File: config.mk
export PLATFORM = sky130hd
export DESIGN_NAME = key_tone_synth
export DESIGN_NICKNAME = d
export VERILOG_FILES = /design/src/rtl/key_tone_synth.sv
export SDC_FILE = /design/constraint.sdc
export NUM_CORES = 1
export LEC_CHECK = 0
export BUFFER_PORTS_ARGS = -buffer_cell sky130_fd_sc_hd__buf_2
export CAP_MARGIN = 20
export CORE_ASPECT_RATIO = 0.9
export CORE_MARGIN = 10
export CORE_UTILIZATION = 30
export CTS_BUF_LIST = sky130_fd_sc_hd__clkbuf_16
export DETAILED_ROUTE_END_ITERATION = 12
export PLACE_DENSITY = 0.53
export SKIP_CTS_REPAIR_TIMING = 1
export SLEW_MARGIN = 0
export SYNTH_ARGS = -nofsm -noshare
export SYNTH_HDL_FRONTEND = slang
export SYNTH_SLANG_ARGS = --single-unit
export TNS_END_PERCENT = 10
File: constraint.sdc
create_clock -name clock -period 5.91 [get_ports clock]
set_input_delay 1.182 -clock clock [delete_from_list [all_inputs] [get_ports clock]]
set_output_delay 1.182 -clock clock [all_outputs]
set_load 0.01 [all_outputs]
File: src/rtl/key_tone_synth.sv
// Key-code driven square-wave tone generator with an attack/sustain/release
// envelope, producing signed 16-bit samples.
module key_tone_synth #(
  parameter int unsigned CLK_HZ   = 50_000_000,
  parameter int unsigned ENV_DIV  = 4096,
  parameter int unsigned ATT_STEP = 8,
  parameter int unsigned REL_STEP = 4
) (
  input  logic               clock,
  input  logic               reset,
  input  logic [7:0]         key_code,
  output logic signed [15:0] audio_out,
  output logic               note_on,
  output logic [3:0]         note_idx
);

  localparam int unsigned ENV_W = (ENV_DIV > 1) ? $clog2(ENV_DIV) : 1;

  typedef enum logic [1:0] {IDLE, ATTACK, SUSTAIN, RELEASE} env_state_t;

  env_state_t         state, state_n;
  logic [7:0]         key_q, key_prev;
  logic [7:0]         amp, amp_n;
  logic [3:0]         idx_n;
  logic [23:0]        half, half_n;
  logic [23:0]        cnt, cnt_n;
  logic               phase, phase_n;
  logic [ENV_W-1:0]   env_cnt;
  logic               tick;
  logic [3:0]         key_idx;
  logic               press, release_ev;
  logic [9:0]         att_sum;
  logic signed [15:0] mag, sample_n;

  function automatic logic [3:0] code_to_idx(input logic [7:0] code);
    case (code)
      8'h2b:   code_to_idx = 4'd1;
      8'h34:   code_to_idx = 4'd2;
      8'h33:   code_to_idx = 4'd3;
      8'h3b:   code_to_idx = 4'd4;
      8'h42:   code_to_idx = 4'd5;
      8'h4b:   code_to_idx = 4'd6;
      8'h4c:   code_to_idx = 4'd7;
      8'h4a:   code_to_idx = 4'd8;
      8'h4d:   code_to_idx = 4'd9;
      8'h4e:   code_to_idx = 4'd10;
      8'h4f:   code_to_idx = 4'd11;
      8'h50:   code_to_idx = 4'd12;
      8'h51:   code_to_idx = 4'd13;
      8'h52:   code_to_idx = 4'd14;
      default: code_to_idx = 4'd0;
    endcase
  endfunction

  function automatic logic [23:0] half_of(input logic [3:0] idx);
    case (idx)
      4'd1:    half_of = 24'(CLK_HZ / (2 * 262));
      4'd2:    half_of = 24'(CLK_HZ / (2 * 294));
      4'd3:    half_of = 24'(CLK_HZ / (2 * 330));
      4'd4:    half_of = 24'(CLK_HZ / (2 * 349));
      4'd5:    half_of = 24'(CLK_HZ / (2 * 392));
      4'd6:    half_of = 24'(CLK_HZ / (2 * 440));
      4'd7:    half_of = 24'(CLK_HZ / (2 * 494));
      4'd8:    half_of = 24'(CLK_HZ / (2 * 523));
      4'd9:    half_of = 24'(CLK_HZ / (2 * 587));
      4'd10:   half_of = 24'(CLK_HZ / (2 * 659));
      4'd11:   half_of = 24'(CLK_HZ / (2 * 698));
      4'd12:   half_of = 24'(CLK_HZ / (2 * 784));
      4'd13:   half_of = 24'(CLK_HZ / (2 * 880));
      4'd14:   half_of = 24'(CLK_HZ / (2 * 988));
      default: half_of = '0;
    endcase
  endfunction

  assign tick       = (env_cnt == ENV_W'(ENV_DIV - 1));
  assign key_idx    = code_to_idx(key_q);
  assign press      = (key_idx != 4'd0) && (key_q != key_prev);
  assign release_ev = (key_idx == 4'd0) && (code_to_idx(key_prev) != 4'd0);
  assign att_sum    = 10'(amp) + 10'(ATT_STEP);

  // A key event pre-empts the envelope step that a coincident tick would make.
  always_comb begin
    state_n = state;
    amp_n   = amp;
    idx_n   = note_idx;
    half_n  = half;
    cnt_n   = cnt;
    phase_n = phase;
    if (press) begin
      state_n = ATTACK;
      idx_n   = key_idx;
      half_n  = half_of(key_idx);
      cnt_n   = '0;
      phase_n = 1'b0;
    end else begin
      if (state != IDLE) begin
        if (cnt == half - 24'd1) begin
          cnt_n   = '0;
          phase_n = ~phase;
        end else begin
          cnt_n = cnt + 24'd1;
        end
      end
      if (release_ev) begin
        if (state == ATTACK || state == SUSTAIN) state_n = RELEASE;
      end else if (tick) begin
        case (state)
          IDLE:    amp_n = '0;
          ATTACK: begin
            if (att_sum >= 10'd255) begin
              amp_n   = '1;
              state_n = SUSTAIN;
            end else begin
              amp_n = att_sum[7:0];
            end
          end
          SUSTAIN: amp_n = '1;
          RELEASE: begin
            if (10'(amp) <= 10'(REL_STEP)) begin
              amp_n   = '0;
              state_n = IDLE;
              idx_n   = '0;
            end else begin
              amp_n = amp - 8'(REL_STEP);
            end
          end
          default: amp_n = '0;
        endcase
      end
    end
  end

  always_comb begin
    mag      = $signed({1'b0, amp, 7'b0});
    sample_n = '0;
    if (state != IDLE) sample_n = phase ? -mag : mag;
  end

  always_ff @(posedge clock or posedge reset) begin
    if (reset) state <= IDLE;
    else       state <= state_n;
  end

  always_ff @(posedge clock or posedge reset) begin
    if (reset) begin
      key_q     <= 8'hf0;
      key_prev  <= 8'hf0;
      amp       <= '0;
      note_idx  <= '0;
      half      <= '0;
      cnt       <= '0;
      phase     <= 1'b0;
      env_cnt   <= '0;
      audio_out <= '0;
      note_on   <= 1'b0;
    end else begin
      key_q     <= key_code;
      key_prev  <= key_q;
      amp       <= amp_n;
      note_idx  <= idx_n;
      half      <= half_n;
      cnt       <= cnt_n;
      phase     <= phase_n;
      env_cnt   <= tick ? '0 : env_cnt + ENV_W'(1);
      audio_out <= sample_n;
      note_on   <= (state != IDLE);
    end
  end

endmodule
Word-level counts from Yosys, hierarchy flattened
Memory sizes are Yosys's and may differ from the RTL's. A register that Yosys moved wholly into a read port is not among the register bits.
Cells that the tools add are included.
Widths: inputs -> output; s select.

operators by class
  bitwise operators = 3
  muxes and demuxes = 26
  equality and inequality tests = 38
  shift operators = 0
  order comparisons = 2
  add/subtract/negate cells = 6
  multiply operators = 0
  reduce and logical (&&, ||, !) cells = 19
  divide/modulo/power cells = 0

operator list
  operator               count
  $eq 8x7->1 const B     20
  $pmux 4 s14            2
  $mux 24                3
  $eq 8x6->1 const B     8
  $mux 16                2
  $pmux 8 s4             1
  $add 24x1->24 const B  1
  $eq 24x24->1           1
  $sub 24x1->24 const B  1
  $mux 4                 5
  $mux 8                 2
  $neg 15->16            1
  $add 12x1->12 const B  1
  $eq 12x12->1 const B   1
  $mux 12                1
  $mux 2                 6
  $reduce_bool 2->1      6
  $reduce_bool 4->1      3
  $add 8x4->9 const B    1
  $ge 9x8->1 const B     1
  $le 8x3->1 const B     1
  $ne 8x8->1             1
  $sub 8x3->8 const B    1
  $reduce_and 5->1       1
  17 further kinds       23

storage, ports and cells
  input port bits = 10
  memories kept = 1
  output and inout bits = 21
  memory bits (writable) = 0
  bits in latches = 0
  ROM bits = 272
  bits in registers = 108

memories
  name              depth  bits a word  read ports  clocked after memory_dff  wr ports  line  RTL
  (name not given)  16     17           1           1                         0         56    case (idx)

Depth between registers and ports, before layout
Gate-level depths: netlist of run 1.

  depth in word-level cells = 7
  depth in mapped cells = 14
  mapped depth without buffers = 10

Worst setup path before layout of run 1
No wires, ideal clock.

  path kind = reg2reg
  start point = register key_q[4]
  end point = register cnt[21]
  path buffers = 4
  cell stages (with the launch flop) = 15
  data required time = 5774 ps
  period minus slack after synthesis = 3392 ps
  slack = 2518 ps
  arrival = 3256 ps
  cells stage by stage = dfstp_2 -> buf_2 -> or3b_2 -> nand2b_1 -> o2bb2ai_1 -> or3_1 -> clkbuf_1 -> inv_1 -> ha_1 -> clkbuf_1 -> a41o_1 -> buf_1 -> a211oi_1 -> xnor2_1 -> nor2_1

on the way
  word-level cells in the longest chain between the ends = 5
  elaborated cells between the ends (all ways) = 20
  classes of those cells = eq/ne (15); mux (2); reduce/logical (3)

RTL lines
  what                                          line  RTL
  from (decl)                                   22    logic [7:0] key_q, key_prev;
  from (signal assigned)                        157   key_q <= key_code;
  $eq 8x7->1 or $eq 8x6->1 (tied branches)      36    case (code)
  $pmux 4 s14                                   36
  $reduce_bool 4->1                             77    assign press = (key_idx != 4'd0) && (key_q != key_prev);
  $logic_and 1x1->1 *                           77
  $mux 24 or $reduce_bool 2->1 (tied branches)  -
  to (signal assigned)                          162   cnt <= cnt_n;
  to (decl)                                     26    logic [23:0] cnt, cnt_n;

Every way passes the cells marked *; elsewhere a longest branch is shown, timed or not.
A chain may end at the register's enable or synchronous reset.

Final worst setup path of run 1
  start point = register key_q[4]
  end point = register half[10]

on the way
  word-level cells in the longest chain between the ends = 4
  elaborated cells between the ends (all ways) = 18
  classes of those cells = eq/ne (15); mux (1); reduce/logical (2)

RTL lines
  what                                      line  RTL
  $eq 8x7->1 or $eq 8x6->1 (tied branches)  36
  $pmux 4 s14                               36
  $reduce_bool 4->1                         77
  $logic_and 1x1->1                         77
  to (decl)                                 25    logic [23:0] half, half_n;

Parallel ways exist; a longest one is shown, timed or not.

==> out/results.tsv, run 1 <==
metric	value	unit
core	0.0201	sq mm
drv_slew	0	
die_x	171	um
grt_first_pass_wirelength	24200	um
cts_max_level	3	
critical_path_class	register to register	
final-hold-violation-count	0	
grt_usage	10.9	%
cts_sinks	93	
routed_wirelength	14000	um
die_area	0.0267	sq mm
cts_made_buffers	9	
vias_per_cell	5.17	
initial_utilization	30.6	%
diodes	0	
arrival	4.18	ns
place_congestion	0.859	
antenna_found_initial	0	
drcViolationCount	0	
crit_path_start_kind	register	
synth-edff-count	0	
powerDensity	287	mW/mm^2
grt-ovfl-total	0	
synth_seq_cells	93	
ir_worst_vdd	0.165	mV
whs	0.408	ns
path_clk_slew	0.07	ns
cp-end-kind	register	
hold_class	register to register	
wl_per_cell	15.2	um
cts-root-buf	clkbuf_16	
cts_buffer_depth	2	
synthTopCellsByArea	dfrtp_1, xnor2_1, ha_1	
tns	0	ns
design_area	0.00674	sq mm
cts_tree	done	
setup_viol	0	
vias	4779	
crit_fanout	22	
fin_nets	700	
async_reset_ff_share	100	%
worst_clock_skew	0.0118	ns
seq_area_frac_synth	37.9	%
tightest_slew	0.761	ns
power_frac_clock	30.8	%
ios	31	
drt_iter0_markers	319	
synth.most_common_cell	dfrtp_1	
power.leakage	2.90	nW
required	6.15	ns
pwr-share-comb	27.5	%
nFillCells	2048	
syn_area_per_cell	9.28	sq um
seqPwrFrac	41.7	%
synth_top_cell_by_area	dfrtp_1	
netlist.area_leader.share	34.5	%
swShare	35.3	%
internal_power	1.25	mW
insertion_delay	0.36	ns
drtPass1Iterations	5	
status	finished, final reports clean	
ant_nets	0	
power.switching	0.683	mW
grt_pass1_vias	4703	
layout_min_cycle_time	3.94	ns
cap_violations	0	
syn_to_final_growth	9.38	%
fmax	254	MHz
num_rows	49	
relSlewSlack	49.3	%
synth_commonest_cells	dfrtp_1, nand2_1, nor2_1, xnor2_1	
ys_warn_count	0	
synth_area	0.00616	sq mm
hpwl	10200	um
synth_cell_types	77	
drive_gt1_share	14.5	%
grt_setup_unrepaired	false	
synth-main-ff-cell	dfrtp_1	
portBuffers	23	
grt_max_degree	61	
postSynthCellCount	664	
fin_crit_sh	66.7	%
die_h	156	um
place_area	0.00644	sq mm
## cell type report
class | instances | area [sq um] | share of cell area (%)
sequential | 93 | 2340 | 34.7
timing repair buffer | 30 | 168 | 2.49
inverter | 27 | 104 | 1.54
tap | 255 | 319 | 4.73
clock buffer | 9 | 225 | 3.34
clock inverter | 7 | 77.6 | 1.15
multi-input combinational | 503 | 3510 | 52.1
## cells by family (layout without fill, tap and decap cells)
kind of cell	after synthesis	after routing	share of synthesized area (%)
multiplexers	19	19	3.19
adder cells (fa/ha/maj)	26	26	5.28
AO/OA/AOI/OAI	137	137	16.1
flip-flops	93	93	37.9
other	1	7	0.0608
buffers and inverters	74	73	5.56
XOR/XNOR	63	63	8.95
AND/OR/NAND/NOR	251	251	23.0
## state kept, by name, indices dropped and copies added, names as in the netlist
name,cells
cnt,24
half,17
env_cnt,12
audio_out,9
key_prev,8
key_q,8
amp,7
note_idx,4
state,2
note_on,1
phase,1
## stage by stage
stage	cells	util (%)	total power [mW]	setup slack, ns
after floorplan	670	-	1.23	2.32
final	924	33.5	1.94	1.97
after global routing	924	33.5	2.06	1.63
after global placement	908	32.0	1.35	2.17
after detailed placement	908	32.0	1.35	2.04
after CTS	924	33.5	1.96	2.02
## power by group through the flow
stage	combinational, mW	sequential, mW	clock (mW)
3_5_place_dp	0.532	0.817	0
3_3_place_gp	0.533	0.818	0
6_report	0.531	0.807	0.597
2_1_floorplan	0.467	0.761	0
5_1_grt	0.598	0.821	0.644
4_1_cts	0.534	0.805	0.624
## routing by layer
layer / track usage, % / vias up / wire (um)
met5: 0 / - / 0
met4: 3.14 / 0 / 159
met3: 2.48 / 16 / 560
met2: 15.8 / 94 / 6020
met1: 15.5 / 2290 / 7260
li1: - / 2379 / -
## cells in the final DEF, fill, tap and decap left out, types with 5 or more instances in the layout
cell type and count:
dfrtp_1 85, a211oi_1 13, mux2i_1 14, nand2b_1 5, nand2_1 48, and4_1 6, buf_2 23, and3_1 11
nor4_1 8, nor3b_1 7, nand4_1 17, nor2b_1 7, mux2_2 5, dfstp_2 8, xnor2_1 38, clkbuf_16 9
conb_1 7, a21oi_1 24, o211ai_1 6, a31oi_1 7, nor2_1 46, xor2_1 25, inv_1 25, o221ai_1 6
nand3_1 24, nor3_1 11, o21ai_0 25, nor2_2 21, ha_1 26, buf_4 7, and2_1 9
## final timing paths
path | to | cells after the start | slack (ns) | startpoint
worst max register to register | half[10] | 11 | 1.97 | key_q[4]
worst min-delay path | key_prev[6] | 0 | 0.41 | key_q[6]
min in group asynchronous | note_idx[3] | 2 | 0.82 | reset
max in group asynchronous | cnt[10] | 3 | 3.97 | reset
worst max-delay path | half[10] | 11 | 1.97 | key_q[4]
worst min register to register | key_prev[6] | 0 | 0.41 | key_q[6]
## worst max-delay path: stages, from the launching register on
cell	delay, ns
dfstp_2	0.65
nor2b_1	0.08
and3_1	0.19
o21ai_0	0.33
nand3_1	0.39
inv_1	0.25
ha_1	0.39
a41o_1	0.71
buf_4	0.35
a211o_1	0.16
a21oi_1	0.05
a221o_1	0.27
(Power assumes the default switching activity.)
==> run 2: changes to the inputs <==
ABC_AREA = 1   (was default)
clock period = 3.7 ns   (was 5.91 ns; I/O delays follow)
==> run 2 against run 1 <==
Against the previous run:
- utilization is 0.29 points higher
- area after synthesis rose by 9.4%
- via count grew 23%
- maximum frequency grew 32%
- largest power group is now combinational logic
==> out/results.tsv, run 2 <==
metric	value	unit
synth-edff-count	0	
vias	5869	
ys_warn_count	0	
ant_nets	0	
layout_min_cycle_time	2.98	ns
power_frac_clock	24.6	%
nFillCells	2391	
layout_commonest_cell	nand2_1	
seq_area_frac_synth	34.7	%
status	finished, final reports clean	
synth-main-ff-cell	dfrtp_1	
vias_per_cell	4.59	
insertion_delay	0.35	ns
top_register	cnt	
syn_to_final_growth	9.80	%
path_clk_slew	0.07	ns
initial_utilization	30.8	%
synth_area	0.00674	sq mm
grt_pass1_vias	5500	
layout.cells.non_filler	1278	
die_h	162	um
layout_common_cells	nand2_1, nor2_1, inv_1, dfrtp_1, nand3_1	
hold_class	register to register	
ir_worst_vdd	0.262	mV
drtPass1Iterations	5	
hpwl	13500	um
grt_usage	12.1	%
cap_violations	0	
synth_commonest_cells	nand2_1, nor2_1, inv_1, dfrtp_1, nand3_1	
relSlewSlack	58.2	%
portBuffers	23	
synth_seq_cells	93	
drcViolationCount	0	
diodes	0	
antenna_found_initial	0	
synthTopCellsByArea	dfrtp_1, nand2_1, nor2_1	
tns	0	ns
power.leakage	3.75	nW
fin_crit_sh	80.7	%
die_x	178	um
cts_made_buffers	9	
critPathLaunch	key_q[6]	
crit_chain	inv_1 > nor2_1 > nand3_1 > nor2_1 > nand2_2 > nand3_1 > nor3_2 > buf_4 > ha_1 > inv_1 > nor2_4 > nand2_2 > nand2_4 > inv_1 > o21ai_0 > o211ai_1	
cts_max_level	3	
place_inst	1262	
critical_path_class	register to register	
largest_register_ffs	24	
r2r_start	key_q[6]	
power.switching	1.48	mW
syn_area_per_cell	7.03	sq um
p_total	3.50	mW
netlist.area_leader.share	31.6	%
core	0.0219	sq mm
num_rows	51	
drv_slew	0	
grt-ovfl-total	0	
cts_buffer_depth	2	
grt_max_degree	49	
tightest_slew	0.627	ns
wl_per_cell	13.5	um
routed_wirelength	17200	um
pwr-share-comb	39.4	%
cp-end-kind	register	
die_area	0.0289	sq mm
drive_gt1_share	10.5	%
synth_cell_types	44	
worst_path_most_repeated_cell	inv_1	
synth_top_cell_by_area	dfrtp_1	
crit_path_start_kind	register	
cts_sinks	93	
swShare	42.2	%
drt_iter0_markers	408	
crit_fanout	22	
ios	31	
worst_clock_skew	0.00817	ns
fin_nets	1018	
reg_top3	cnt x24, half x17, env_cnt x12	
internal_power	2.03	mW
async_reset_ff_share	100	%
grt_setup_unrepaired	false	
cts_tree	done	
postSynthCellCount	959	
hp-start	key_q[6]	
grt_first_pass_wirelength	28500	um
cp_slowest_cell	dfstp_2	
cts-root-buf	clkbuf_16	
fmax	335	MHz
seqPwrFrac	35.9	%
place_congestion	0.945	
final-hold-violation-count	0	
setup_viol	0	
required	3.96	ns
powerDensity	473	mW/mm^2
synth.most_common_cell	nand2_1	
arrival	3.25	ns
critPathMaxStageDelay	0.57	ns
## run 2: power groups by stage
stage	Clock, mW	Sequential, mW	Combinational (mW)
finish	0.862	1.26	1.38
global route	0.932	1.27	1.58
CTS	0.891	1.26	1.40
detailed placement	0	1.28	1.39
global placement	0	1.27	1.38
floorplan	0	1.23	1.09
## run 2: path summary, 6_finish.rpt
kind | end | slack (ns) | depth (start not counted)
max | half[13] | 0.72 | 16
max in group asynchronous | cnt[16] | 2.41 | 3
min in group asynchronous | key_q[3] | 0.46 | 2
max reg2reg | half[13] | 0.72 | 16
min | key_prev[6] | 0.40 | 0
min reg2reg | key_prev[6] | 0.40 | 0
## run 2: routing by layer
metal	up-vias	wire [um]	track usage (%)
li1	3104	-	-
met1	2630	9090	17.7
met2	123	7180	17.6
met3	12	773	2.25
met4	0	167	3.18
met5	-	0	0
## run 2: cell type report
type | count | area [sq um] | share of cell area [%]
multi-input combinational | 723 | 3790 | 51.2
clock buffer | 9 | 225 | 3.04
sequential | 93 | 2340 | 31.6
inverter | 125 | 472 | 6.37
timing repair buffer | 30 | 168 | 2.27
tap | 291 | 364 | 4.92
clock inverter | 7 | 42.5 | 0.575
## run 2: per-stage QoR
step / cell area [sq um] / utilization (%) / setup slack, ns / hold WS (ns)
2_1_floorplan: 6760 / - / 0.553 / 0.379
3_3_place_gp: 7130 / 32.6 / 0.746 / 0.384
3_5_place_dp: 7130 / 32.6 / 0.720 / 0.385
4_1_cts: 7400 / 33.8 / 0.688 / 0.397
5_1_grt: 7400 / 33.8 / 0.346 / 0.406
6_report: 7400 / 33.8 / 0.715 / 0.396
## run 2: logic make-up (layout without fill, tap and decap cells)
logic type / Yosys count / after routing / share of synthesized area, %
AOI/OAI and AO/OA: 118 / 118 / 9.73
xor gates and xnor gates: 43 / 43 / 5.59
adders and majority gates: 26 / 26 / 4.83
buffers and inverters: 149 / 171 / 9.39
DFF: 93 / 93 / 34.7
other: 1 / 7 / 0.0556
and+or+nand+nor: 529 / 529 / 35.7
## run 2: critical path, delay by kind of cell (launching register included)
kind | cells | cell delay [ns]
compound gates | 2 | 0.36
fa+ha+maj | 1 | 0.21
simple gates | 9 | 0.93
flops | 1 | 0.57
buf+inv | 4 | 0.81
